## config.mk

```make
export PLATFORM = sky130hd
export DESIGN_NAME = fetch_unit
export DESIGN_NICKNAME = d
export VERILOG_FILES = /design/src/rtl/fetch_unit.sv
export SDC_FILE = /design/constraint.sdc
export NUM_CORES = 1
export LEC_CHECK = 0
export ABC_AREA = 1
export BUFFER_PORTS_ARGS = -buffer_cell sky130_fd_sc_hd__buf_2
export CORE_AREA = 2 2 178 180
export CTS_CLUSTER_SIZE = 16
export DETAILED_ROUTE_END_ITERATION = 8
export DIE_AREA = 0 0 180 182
export PLACE_DENSITY_LB_ADDON = 0.1
export SYNTH_ARGS = -nofsm -noshare
export SYNTH_HDL_FRONTEND = slang
export SYNTH_SLANG_ARGS = --single-unit
```

## constraint.sdc

```tcl
create_clock -name clock -period 5.4 [get_ports clock]
set_clock_uncertainty 0.05 [all_clocks]
set_input_delay 0.54 -clock clock [delete_from_list [all_inputs] [get_ports clock]]
set_output_delay 0.54 -clock clock [all_outputs]
set_load 0.005 [all_outputs]
```

## src/rtl/fetch_unit.sv

```systemverilog
// Instruction fetch unit: a PC register issues word reads to memory and pushes
// {pc, data} into a small in-order queue that the decode stage drains.
module fetch_unit #(
   parameter int ADDR_WIDTH   = 32,
   parameter int DATA_WIDTH   = 32,
   parameter int RESET_VECTOR = 0,
   parameter int STEP         = 1,
   parameter int DEPTH        = 4
) (
   input  logic                        clock,
   input  logic                        reset,
   input  logic                        fetch_enable,
   output logic [ADDR_WIDTH-1:0]       mem_address,
   output logic                        mem_read,
   input  logic [DATA_WIDTH-1:0]       mem_data,
   input  logic                        redirect,
   input  logic [ADDR_WIDTH-1:0]       redirect_target,
   output logic                        instr_valid,
   input  logic                        instr_ready,
   output logic [DATA_WIDTH-1:0]       instr_out,
   output logic [ADDR_WIDTH-1:0]       instr_pc,
   output logic [$clog2(DEPTH):0]      fifo_count
);

   localparam int PTR_W = $clog2(DEPTH);
   localparam int CNT_W = PTR_W + 1;

   logic [ADDR_WIDTH-1:0] pc;
   logic [PTR_W-1:0]      rd_ptr;
   logic [PTR_W-1:0]      wr_ptr;
   logic [CNT_W-1:0]      count;
   logic [DATA_WIDTH-1:0] data_mem [DEPTH];
   logic [ADDR_WIDTH-1:0] pc_mem   [DEPTH];
   logic                  full;
   logic                  push;
   logic                  pop;

   // Handshake: the head moves on a rising edge only when instr_valid and
   // instr_ready are both high; while valid and not ready the head holds.
   assign full        = (count == CNT_W'(DEPTH));
   assign push        = fetch_enable && !full && !redirect;
   assign pop         = instr_valid && instr_ready;
   assign mem_read    = push;
   assign mem_address = pc;
   assign instr_valid = (count != '0);
   assign instr_out   = data_mem[rd_ptr];
   assign instr_pc    = pc_mem[rd_ptr];
   assign fifo_count  = count;

   always_ff @(posedge clock) begin
      if (!reset) begin
         pc     <= ADDR_WIDTH'(RESET_VECTOR);
         rd_ptr <= '0;
         wr_ptr <= '0;
         count  <= '0;
      end else if (redirect) begin
         pc     <= redirect_target;
         rd_ptr <= '0;
         wr_ptr <= '0;
         count  <= '0;
      end else begin
         if (push) begin
            pc     <= pc + ADDR_WIDTH'(STEP);
            wr_ptr <= wr_ptr + PTR_W'(1);
         end
         if (pop) begin
            rd_ptr <= rd_ptr + PTR_W'(1);
         end
         case ({push, pop})
            2'b10:   count <= count + CNT_W'(1);
            2'b01:   count <= count - CNT_W'(1);
            default: count <= count;
         endcase
      end
   end

   // Storage is only invalidated by reset/redirect, never cleared.
   always_ff @(posedge clock) begin
      if (reset && push) begin
         data_mem[wr_ptr] <= mem_data;
         pc_mem[wr_ptr]   <= pc;
      end
   end

endmodule

```

==> flow_metrics.env <==
export IMPL_via_per_inst=5.11
export IMPL_chipHeight_um=182
export IMPL_drive_gt1_frac=0.211
export IMPL_cts_buffers=31
export IMPL_hp_class="in -> reg"
export IMPL_ys_async_sr_fraction=0
export IMPL_setup_ws_ns=1.53
export IMPL_grt_pass1_wl_um=46900
export IMPL_synth_area_sq_um=12200
export IMPL_seq_power_share=0.523
export IMPL_setup_viol=0
export IMPL_core_area_sq_um=31000
export IMPL_worstPathRequired_ns=4.81
export IMPL_first_global_vias=8158
export IMPL_worstSetupPathType="reg -> out"
export IMPL_synth_edff_count=256
export IMPL_arrival_ns=3.28
export IMPL_synthTopCellsByArea="edfxtp_1 (63%), dfxtp_1 (6.7%), o21ai_0 (6.4%)"
export IMPL_synthToLayoutAreaGrowth_pct=19.0
export IMPL_clockBufferDepth=3
export IMPL_drc=0
export IMPL_p_leak_nw=5.27
export IMPL_tightest_slew_ns=1.01
export IMPL_die_x_um=180
export IMPL_status="finished clean"
export IMPL_numPortBuffers=169
export IMPL_fillers=2876
export IMPL_clk_pin_slew_ns=0.06
export IMPL_syn_inst=1081
export IMPL_cts_resized=0
export IMPL_postRouteAntennaNets=0
export IMPL_ys_seq_area_frac=0.696
export IMPL_netlist_area_leader_share=0.629
export IMPL_hold_violations=0
export IMPL_setup_tns_ns=0
export IMPL_ir_drop_v=0.000215
export IMPL_synth_ff_type="edfxtp_1"
export IMPL_antenna_found_initial=0
export IMPL_drv_slew=0
export IMPL_cp_end_kind="primary output"
export IMPL_wl_um=30200
export IMPL_pwr_density_cell_nw_per_um2=340
export IMPL_max_cap_violations=0
export IMPL_wl_per_cell_um=18.1
export IMPL_worstSkewPairLatency_ns=0.54
export IMPL_p_sw_mw=1.02
export IMPL_netSwitchingFraction=0.206
export IMPL_syn_area_per_cell_sq_um=11.3
export IMPL_multi_input_area_sq_um=3270
export IMPL_nets=1316
export IMPL_relSlewSlack=0.329
export IMPL_grt_usage=0.182
export IMPL_rows=65
export IMPL_cts_root_buf="clkbuf_16"
export IMPL_ff_latch_area_sq_um=8510
export IMPL_yosys_area_top_type="edfxtp_1"
export IMPL_yosysWarnings=0
export IMPL_grt_max_degree=73
export IMPL_initial_core_util=0.394
export IMPL_rsz0062_at_grt="false"
export IMPL_htree_num_levels=1
export IMPL_dp_hpwl_um=18500
export IMPL_fin_crit_ns=3.87
export IMPL_max_freq_mhz=258
export IMPL_clock_sinks=297
export IMPL_syn_nets=1157
export IMPL_vias=8515
export IMPL_finalCritPeriodShare=0.718
export IMPL_cp_start_kind="flop"
export IMPL_design_power_total_mw=4.95
export IMPL_dieArea_sq_um=32800
export IMPL_power_internal_mw=3.93
export IMPL_combPwrFrac=0.041
export IMPL_ys_ff_latch=297
export IMPL_dr_pass1_iters=5
export IMPL_dp_slack_ns=1.91
export IMPL_cp_max_fo=62
export IMPL_gr_total_overflow=0
export IMPL_synth_cell_type_count=34
export IMPL_post_cts_buffers=0
export IMPL_place_gp_congestion=0.785
export IMPL_hold_buffers=0
export IMPL_drt_iter0_markers=572
export IMPL_cts_tree="done"
export IMPL_clock_power_share=0.436
export IMPL_io_pins=170
-- worst max-delay path, cell delays in order (launching register included) --
cell and delay (ns):
dfxtp_4 0.74, clkinv_2 0.86, buf_4 0.53, o21ai_0 0.27, o22ai_1 0.13, buf_2 0.15
-- path summary, 6_finish.rpt --
path	startpoint	cells after the start	endpoint	slack, ns
max reg2reg	fifo_count[1]	7	pc_mem[1][0]	2.91
min	mem_data[2]	1	data_mem[1][2]	0.16
min reg2reg	rd_ptr[1]	2	flop	0.42
max	flop	5	instr_pc[10]	1.53
-- area by class of cell --
cell class              count  share of cell area
flip-flops and latches    297               0.586
clock buffers              41              0.0573
multi-input cells         667               0.225
diodes                      1            0.000172
repair buffers            179              0.0659
inverters                  64              0.0166
well taps                 402              0.0346
clock inverters            16              0.0144
-- cells by family after synthesis --
logic type / Yosys count / share of synthesized area
AO/OA/AOI/OAI: 269 / 0.119
XOR/XNOR: 6 / 0.00430
adder cells (fa/ha/maj): 7 / 0.00778
buffers and inverters: 117 / 0.0380
flip-flops: 297 / 0.696
AND/OR/NAND/NOR: 385 / 0.135
-- synthesized netlist by cell type (3+ instances only) --
cell type	n
nand2_2	9
o21ai_0	157
ha_1	6
nand3_1	25
o22ai_1	64
clkbuf_1	37
nand2_1	161
buf_2	13
o21ai_1	9
nor2_4	12
edfxtp_1	256
nand4_1	3
nor2_1	167
inv_1	55
xor2_1	3
a31oi_1	7
xnor2_1	3
dfxtp_1	41
inv_2	7
a21oi_1	28
-- power groups by stage --
stage               logic [mW]  registers, mW  clock network [mW]
floorplan                0.103           2.61                   0
global placement         0.206           2.64                   0
detailed placement       0.207           2.64                   0
CTS                      0.208           2.59                2.20
global route             0.230           2.59                2.30
finish                   0.205           2.59                2.16
-- placed cells by master (no fill, tap or decap), drive strengths merged, types with 4 or more instances in the layout --
cell type / count
a21oi: 30
a31oi: 7
buf: 179
bufinv: 5
clkbuf: 41
clkinv: 10
clkinvlp: 4
dfxtp: 41
edfxtp: 256
ha: 6
inv: 61
nand2: 171
nand3: 26
nor2: 182
o21ai: 166
o22ai: 64
-- sequential cells by signal, indices dropped and copies added, names as in the netlist, named ones only --
register / flops
pc_mem: 128
wr_ptr: 2
mem_address: 32
data_mem: 128
fifo_count: 3
rd_ptr: 2
-- layer usage --
metal | track usage | up-vias | share of wire
met3 | 0.0281 | 35 | 0.055
met2 | 0.295 | 253 | 0.46
met1 | 0.257 | 4084 | 0.46
met5 | 0 | - | 0
met4 | 0.0446 | 0 | 0.018
li1 | - | 4143 | -
-- stage by stage --
step | cells | util | hold slack (ns) | instance area, sq um
global placement | 1609 | 0.435 | 0.410 | 13500
floorplan | 1081 | - | 0.386 | 12200
detailed placement | 1609 | 0.435 | 0.414 | 13500
CTS | 1666 | 0.469 | 0.146 | 14500
global route | 1666 | 0.469 | 0.140 | 14500
finish | 1667 | 0.469 | 0.163 | 14500
No activity file was read; power rests on OpenSTA's default activity.
